### src/rtl/phy_pkg.sv
// phy_pkg: symbol constants and receive-sync state encoding shared across the PHY lane.
package phy_pkg;
  localparam logic [7:0] COM_SYMBOL  = 8'hBC;
  localparam logic [7:0] IDLE_SYMBOL = 8'h7C;
  typedef enum logic [1:0] {RST = 2'd0, SEARCH = 2'd1, SYNC = 2'd2, ACTIVE = 2'd3} state_t;
endpackage

### src/rtl/phy_rx_sync_ctrl_if.sv
// phy_rx_sync_ctrl_if: byte stream in from the deserializer, lock status and payload out.
interface phy_rx_sync_ctrl_if;
  logic       valid_in;
  logic [7:0] data_in;
  logic       sp_enable;
  logic       sync_active;
  logic       valid_out;
  logic [7:0] data_out;
  logic       com_detect;
  logic [7:0] err_count;
  modport master (output valid_in, data_in,
                  input  sp_enable, sync_active, valid_out, data_out, com_detect, err_count);
  modport slave  (input  valid_in, data_in,
                  output sp_enable, sync_active, valid_out, data_out, com_detect, err_count);
endinterface

### src/rtl/phy_rx_sync_ctrl.sv
// phy_rx_sync_ctrl: acquires COM symbol lock, forwards payload bytes while locked, counts sync errors.
module phy_rx_sync_ctrl
  import phy_pkg::*;
#(
  parameter int COM_COUNT  = 4,
  parameter int LOSS_LIMIT = 3
) (
  input logic              clk_4f,
  input logic              reset,
  phy_rx_sync_ctrl_if.slave bus
);
  localparam logic [2:0] CC = 3'(COM_COUNT);
  localparam logic [2:0] LL = 3'(LOSS_LIMIT);
  state_t     state, state_n;
  logic [2:0] com_cnt, com_n, loss_cnt, loss_n;
  logic       valid_n, err_inc;
  logic [7:0] data_n;
  logic       com, payload;
  assign com     = bus.valid_in && bus.data_in == COM_SYMBOL;
  assign payload = bus.data_in != COM_SYMBOL && bus.data_in != IDLE_SYMBOL;
  always_comb begin
    state_n = state;
    com_n   = com_cnt;
    loss_n  = loss_cnt;
    valid_n = 1'b0;
    data_n  = bus.data_out;
    err_inc = 1'b0;
    case (state)
      RST: state_n = SEARCH;
      SEARCH: if (com) begin
        com_n   = 3'd1;
        state_n = SYNC;
      end
      SYNC: if (bus.valid_in) begin
        if (com) begin
          com_n   = (com_cnt + 3'd1 == CC) ? 3'd0 : com_cnt + 3'd1;
          loss_n  = (com_cnt + 3'd1 == CC) ? 3'd0 : loss_cnt;
          state_n = (com_cnt + 3'd1 == CC) ? ACTIVE : SYNC;
        end else begin
          com_n   = 3'd0;
          state_n = SEARCH;
          err_inc = 1'b1;
        end
      end
      ACTIVE: if (bus.valid_in) begin
        loss_n  = 3'd0;
        valid_n = payload;
        data_n  = payload ? bus.data_in : bus.data_out;
      end else begin
        loss_n  = (loss_cnt + 3'd1 == LL) ? 3'd0 : loss_cnt + 3'd1;
        state_n = (loss_cnt + 3'd1 == LL) ? SEARCH : ACTIVE;
        err_inc = loss_cnt + 3'd1 == LL;
      end
      default: state_n = RST;
    endcase
  end
  always_ff @(posedge clk_4f or posedge reset) begin
    if (reset) begin
      state           <= RST;
      com_cnt         <= '0;
      loss_cnt        <= '0;
      bus.sp_enable   <= 1'b0;
      bus.sync_active <= 1'b0;
      bus.valid_out   <= 1'b0;
      bus.data_out    <= '0;
      bus.com_detect  <= 1'b0;
      bus.err_count   <= '0;
    end else begin
      state           <= state_n;
      com_cnt         <= com_n;
      loss_cnt        <= loss_n;
      bus.sp_enable   <= state_n != RST;
      bus.sync_active <= state_n == ACTIVE;
      bus.valid_out   <= valid_n;
      bus.data_out    <= data_n;
      bus.com_detect  <= com && state != RST;
      bus.err_count   <= bus.err_count + {7'd0, err_inc && bus.err_count != 8'hFF};
    end
  end
endmodule

### src/flat_wrapper.sv
// flat-port wrapper written by rule: the top's interface ports become plain ports
module phy_rx_sync_ctrl_flat import phy_pkg::*;
#(
  parameter int COM_COUNT  = 4,
  parameter int LOSS_LIMIT = 3
)
  (clk_4f, reset, bus_valid_in, bus_data_in, bus_sp_enable, bus_sync_active, bus_valid_out, bus_data_out, bus_com_detect, bus_err_count);
  phy_rx_sync_ctrl_if bus_i ();
  input logic clk_4f;
  input logic reset;
  input wire logic [$bits(bus_i.valid_in)-1:0] bus_valid_in;
  input wire logic [$bits(bus_i.data_in)-1:0] bus_data_in;
  output wire logic [$bits(bus_i.sp_enable)-1:0] bus_sp_enable;
  output wire logic [$bits(bus_i.sync_active)-1:0] bus_sync_active;
  output wire logic [$bits(bus_i.valid_out)-1:0] bus_valid_out;
  output wire logic [$bits(bus_i.data_out)-1:0] bus_data_out;
  output wire logic [$bits(bus_i.com_detect)-1:0] bus_com_detect;
  output wire logic [$bits(bus_i.err_count)-1:0] bus_err_count;
  assign bus_i.valid_in = bus_valid_in;
  assign bus_i.data_in = bus_data_in;
  assign bus_sp_enable = bus_i.sp_enable;
  assign bus_sync_active = bus_i.sync_active;
  assign bus_valid_out = bus_i.valid_out;
  assign bus_data_out = bus_i.data_out;
  assign bus_com_detect = bus_i.com_detect;
  assign bus_err_count = bus_i.err_count;
  phy_rx_sync_ctrl #(.COM_COUNT(COM_COUNT), .LOSS_LIMIT(LOSS_LIMIT)) u_core (.clk_4f(clk_4f), .reset(reset), .bus(bus_i));
endmodule
### config.mk
export PLATFORM = sky130hd
export DESIGN_NAME = phy_rx_sync_ctrl_flat
export DESIGN_NICKNAME = d
export VERILOG_FILES = /design/src/rtl/phy_pkg.sv /design/src/rtl/phy_rx_sync_ctrl_if.sv /design/src/rtl/phy_rx_sync_ctrl.sv /design/src/flat_wrapper.sv
export SDC_FILE = /design/constraint.sdc
export NUM_CORES = 1
export LEC_CHECK = 0
export CORE_ASPECT_RATIO = 0.9
export CORE_UTILIZATION = 52
export CTS_BUF_LIST = sky130_fd_sc_hd__clkbuf_8
export DETAILED_ROUTE_END_ITERATION = 16
export PLACE_DENSITY_LB_ADDON = 0.1
export REMOVE_ABC_BUFFERS = 1
export SYNTH_ARGS = -nofsm -noshare
export SYNTH_HDL_FRONTEND = slang
export SYNTH_SLANG_ARGS = --single-unit
### constraint.sdc
create_clock -name clk_4f -period 2.5 [get_ports clk_4f]
set_input_delay 0.5 -clock clk_4f [delete_from_list [all_inputs] [get_ports clk_4f]]
set_output_delay 0.5 -clock clk_4f [all_outputs]
set_load 0.01 [all_outputs]
Word-level counts from Yosys, hierarchy flattened
Index checks and enable logic that the tools add are counted.
Cells by class
  reduce and logical (&&, ||, !) cells: 12
  mux-type cells: 24
  equality and inequality tests: 14
  add/subtract/negate cells: 3
Operators with widths (number)
  3-bit 2-to-1 mux: 9
  8-bit inequality test (second input constant): 2
  3-bit one-hot mux with 2 select lines: 2
  2-bit 2-to-1 mux: 5
  8-bit by 1-bit adder with 8-bit output: 1
  8-bit == test (second input constant): 1
  8-bit by 7-bit inequality test with 1-bit output (second input constant): 1
  2-bit one-hot mux with 4 select lines: 1
  2-bit nonzero test: 4
  3-bit by 1-bit adder with 3-bit output (second input constant): 2
  2-bit == test (second input constant): 3
  1-bit 2-to-1 mux: 6
  2-bit by 1-bit inequality test with 1-bit output (second input constant): 3
  3-bit AND reduction: 2
  1-bit logical AND: 4
  4-bit AND reduction: 1
  3-bit by 2-bit == test with 1-bit output (second input constant): 1
  3-bit == test (second input constant): 1
  2-bit by 1-bit == test with 1-bit output (second input constant): 1
  2-bit zero test: 1
  2-bit inequality test (second input constant): 1
  1-bit one-hot mux with 2 select lines: 1
Storage, ports and cells
  output and inout port bits: 20
  flip-flop bits (word level): 28
  bits of input ports: 11
  logic and storage cells: 62

Longest topological paths before layout
  word-level depth: 7
  depth in mapped cells: 10
  mapped depth without buffers: 10

Least setup slack after synthesis
OpenSTA, ideal clock, no wires.
  path type: reg2reg
  from: register u_core.loss_cnt[0]
  to: register u_core.bus.err_count[6]
  clock period less this slack: 1963 ps
  arrival time: 1883 ps
  stages on the path, launching flop included: 11
  path slack: 537 ps
  data required time: 2421 ps
  library setup time: 79 ps
  path buffers: 0
  cells stage by stage: dfrtp_1 -> ha_1 -> xnor2_1 -> nand4_1 -> o21ai_0 -> and3_1 -> ha_1 -> ha_1 -> nand2_1 -> nor2_1 -> xor2_1
On the way
  cells in the longest elaborated chain, start to end: 6
Ends and longest elaborated chain
  from (decl): RTL line phy_rx_sync_ctrl.sv:15  | logic [2:0] com_cnt, com_n, loss_cnt, loss_n;
  from (signal assigned): RTL line phy_rx_sync_ctrl.sv:71  | loss_cnt <= loss_n;
  3-bit by 1-bit adder with 3-bit output: RTL line phy_rx_sync_ctrl.sv:52  | err_inc = loss_cnt + 3'd1 == LL;
  3-bit by 2-bit == test with 1-bit output: RTL line phy_rx_sync_ctrl.sv:52
  1-bit 2-to-1 mux: RTL line phy_rx_sync_ctrl.sv:45  | ACTIVE: if (bus.valid_in) begin
  1-bit one-hot mux with 2 select lines: RTL line phy_rx_sync_ctrl.sv:28  | case (state)
  1-bit logical AND: RTL line phy_rx_sync_ctrl.sv:77  | bus.err_count <= bus.err_count + {7'd0, err_inc && bus.err_count != 8'hFF};
  8-bit by 1-bit adder with 8-bit output: RTL line phy_rx_sync_ctrl.sv:77
  to (signal assigned): RTL line phy_rx_sync_ctrl.sv:77
  to (decl): RTL line phy_rx_sync_ctrl_if.sv:14  | output sp_enable, sync_active, valid_out, data_out, com_detect, err_count);
Every way passes these cells.
A chain may end at the register's enable or synchronous reset.

Final worst setup path
Ends and elaborated chain as after synthesis.

==> flow_metrics.env <==
export IMPL_cts_buffer_depth=2
export IMPL_reg2reg_depth=10
export IMPL_cts_tree="built"
export IMPL_fill_cells=199
export IMPL_antenna_cells=0
export IMPL_r2r_end="u_core.bus.err_count[6]"
export IMPL_grt_pass1_vias=1112
export IMPL_routed_via_density=5.54
export IMPL_status="finished, final reports clean"
export IMPL_fp_dieH_um=52.5
export IMPL_first_pass_iters=4
export IMPL_synth_top_family_by_area="compound AO/OA/AOI/OAI gates"
export IMPL_ff2ff_setup_slack_ns=0.29
export IMPL_drive_gt1_frac=0.124
export IMPL_peakVddDrop_mv=0.508
export IMPL_synth_distinct_cells=48
export IMPL_setup_viol=0
export IMPL_ctsHoldBuffers=0
export IMPL_cts_resized=0
export IMPL_leakage_uw=0.000866
export IMPL_grt_total_usage=0.213
export IMPL_area_delta_synth_final_pct=28.9
export IMPL_grt_ovfl_total=0
export IMPL_grt_pass1_wl_um=4900
export IMPL_core_area_sq_um=2570
export IMPL_cts_setup_buffers=0
export IMPL_num_rows=17
export IMPL_synthAdderAreaFrac=0.0509
export IMPL_ys_ff_latch=28
export IMPL_nets=189
export IMPL_synth_main_ff_cell="dfrtp_1"
export IMPL_multiInputGateArea_sq_um=713
export IMPL_path_clk_slew_ns=0.09
export IMPL_crit_required_ns=2.69
export IMPL_synth_area_leaders="dfrtp_1 48%, ha_1 5.1%, xnor2_1 3.0%"
export IMPL_crit_fanout=4
export IMPL_numCtsBuffers=3
export IMPL_syn_mean_instance_area_sq_um=11.2
export IMPL_seqCellArea_sq_um=701
export IMPL_startpoint_type="flop"
export IMPL_io_buffer_count=30
export IMPL_final_min_period_over_clock_period=0.883
export IMPL_crit_path_max_incr_delay_ns=0.42
export IMPL_skew_ns=0.00242
export IMPL_dieArea_sq_um=3050
export IMPL_async_flop_share=1.00
export IMPL_hp_class="input port to async pin"
export IMPL_ys_warn_count=0
export IMPL_drc=0
export IMPL_ioPinCount=31
export IMPL_synthXorXnorAreaFrac=0.0475
export IMPL_cts_max_level=1
export IMPL_fmax_mhz=453
export IMPL_post_dp_cell_area_sq_um=1860
export IMPL_routed_wl_um=2920
export IMPL_netlist_area_leader_share=0.475
export IMPL_mappedNetlistArea_sq_um=1470
export IMPL_start_util=0.573
export IMPL_critical_path_most_common_cell="ha_1"
export IMPL_fp_dieW_um=58.1
export IMPL_via_count=1152
export IMPL_clk_latency_ns=0.27
export IMPL_hold_viol_final=0
export IMPL_dp_hpwl_um=2150
export IMPL_drv_slew=0
export IMPL_powerDensity_nw_per_um2=590
export IMPL_ys_seq_area_frac=0.475
export IMPL_maxCapViolCount=0
export IMPL_synth_mux_area_frac=0.0340
export IMPL_synthCells=132
export IMPL_yosys_area_top_type="dfrtp_1"
export IMPL_endpoint_kind="flop"
export IMPL_cp_arrival_ns=2.40
export IMPL_ant_nets=0
export IMPL_grt_max_degree=27
export IMPL_wl_per_cell_um=14.1
export IMPL_antenna_found_initial=0
export IMPL_cts_sinks=28
export IMPL_path_cells="ha_1, xnor2_1, nand4_1, o21ai_0, and3_1, ha_1, ha_1, nand2_1, nor2_1, xor2_1"
export IMPL_synth_compound_area_frac=0.179
export IMPL_finish_utilization=0.738
export IMPL_crit_type="flop to flop"
export IMPL_root_buffer="clkbuf_8"
export IMPL_synthSimpleGateAreaFrac=0.170
export IMPL_min_period_ns=2.21
export IMPL_final_setup_tns_ns=0
export IMPL_r2r_start="u_core.loss_cnt[0]"
export IMPL_slowest_stage="dfrtp_1"
export IMPL_gp_congestion=0.813
export IMPL_rsz0062_at_grt="no"
export IMPL_final_area_sq_um=1900
export IMPL_synth_edf_count=0
export IMPL_dr_first_iter_drc_count=40
## through the flow
step | setup slack [ns] | cells | power [uW] | hold WS, ns
finish | 0.292 | 208 | 1120 | 0.373
global route | 0.123 | 208 | 1180 | 0.404
CTS | 0.286 | 208 | 1130 | 0.365
detailed placement | 0.000551 | 205 | 888 | 0.489
global placement | 0.0829 | 205 | 878 | 0.476
floorplan | 0.529 | 128 | 721 | 0.464
## routing by layer
| metal | vias up | share of wire | global-route usage |
|---|---|---|---|
| met5 | - | 0 | 0 |
| met4 | 0 | 0.0058 | 0.0516 |
| met3 | 2 | 0.051 | 0.0494 |
| met2 | 33 | 0.45 | 0.330 |
| met1 | 556 | 0.49 | 0.303 |
| li1 | 561 | - | - |
## worst max-delay path: cells and delay by family, from the launching register on
| family | cells | cell delay [ns] |
|---|---|---|
| simple gates | 4 | 0.55 |
| xor+xnor | 2 | 0.43 |
| compound gates | 1 | 0.12 |
| fa+ha+maj | 3 | 0.61 |
| flops | 1 | 0.42 |
## layout by cell type, fill, tap and decap left out, types with 2 or more instances in the layout
cell type / count
clkdlybuf4s50_1: 30
clkbuf_8: 3
nand2_1: 7
ha_1: 6
and3_1: 2
dfrtp_1: 28
mux2i_1: 2
xnor2_1: 5
nand2b_1: 4
xor2_1: 3
buf_4: 9
mux2_4: 2
nand4_1: 4
a31oi_1: 5
nand3_1: 4
nor2_1: 7
inv_1: 7
a21oi_1: 5
o21ai_0: 5
nor2b_1: 2
a22o_1: 2
o22a_1: 2
## flip-flops by register name, indices dropped and copies added (netlist names), 2 cells and up
| signal | count |
|---|---|
| u_core.bus.data_out | 8 |
| u_core.bus.err_count | 8 |
| u_core.com_cnt | 3 |
| u_core.loss_cnt | 3 |
| u_core.state | 2 |
## layout make-up
| class | count | share of cell area |
|---|---|---|
| flip-flops and latches | 28 | 0.369 |
| clock buffers | 3 | 0.0217 |
| inverters | 8 | 0.0158 |
| multi-input cells | 92 | 0.375 |
| well taps | 38 | 0.0250 |
| repair buffers | 39 | 0.194 |
## cells in the mapped netlist (2+ instances only)
cell type / count
buf_4: 2
a31oi_1: 5
nor2b_1: 2
mux2_4: 2
dfrtp_1: 28
nor2_1: 7
nand3_1: 4
a21oi_1: 5
and3_1: 2
nand2_1: 7
ha_1: 6
inv_1: 7
o22a_1: 2
xnor2_1: 5
a22o_1: 2
o21ai_0: 5
nand4_1: 4
mux2i_1: 2
nand2b_1: 4
xor2_1: 3
## worst max path at each step
| stage | from | end | slack, ns | cells past startpoint |
|---|---|---|---|---|
| final | u_core.loss_cnt[0] | u_core.bus.err_count[6] | 0.29 | 10 |
| after global routing | u_core.loss_cnt[0] | u_core.bus.err_count[6] | 0.12 | 10 |
| after global placement | bus_data_in[7] | u_core.bus.err_count[6] | 0.08 | 10 |
| after detailed placement | bus_data_in[7] | u_core.bus.err_count[6] | 0.0006 | 10 |
| after CTS | u_core.loss_cnt[0] | u_core.bus.err_count[6] | 0.29 | 10 |
| after floorplan | u_core.loss_cnt[0] | u_core.bus.err_count[6] | 0.53 | 10 |
## kinds of logic (layout without fill, tap and decap cells)
group           after synthesis  after routing
other cells                   1              1
fa+ha+maj                     6              6
compound gates               33             33
simple gates                 40             40
flops                        28             28
buf+inv                      12             50
xor+xnor                      8              8
mux                           4              4
## report_power, final
group          total, uW  switching [uW]  internal (uW)  leakage [uW]
logic                307             122            185      0.000478
clock network        240             132            108     0.0000216
registers            574            55.5            518      0.000367
Power figures use the tool's default switching activity.
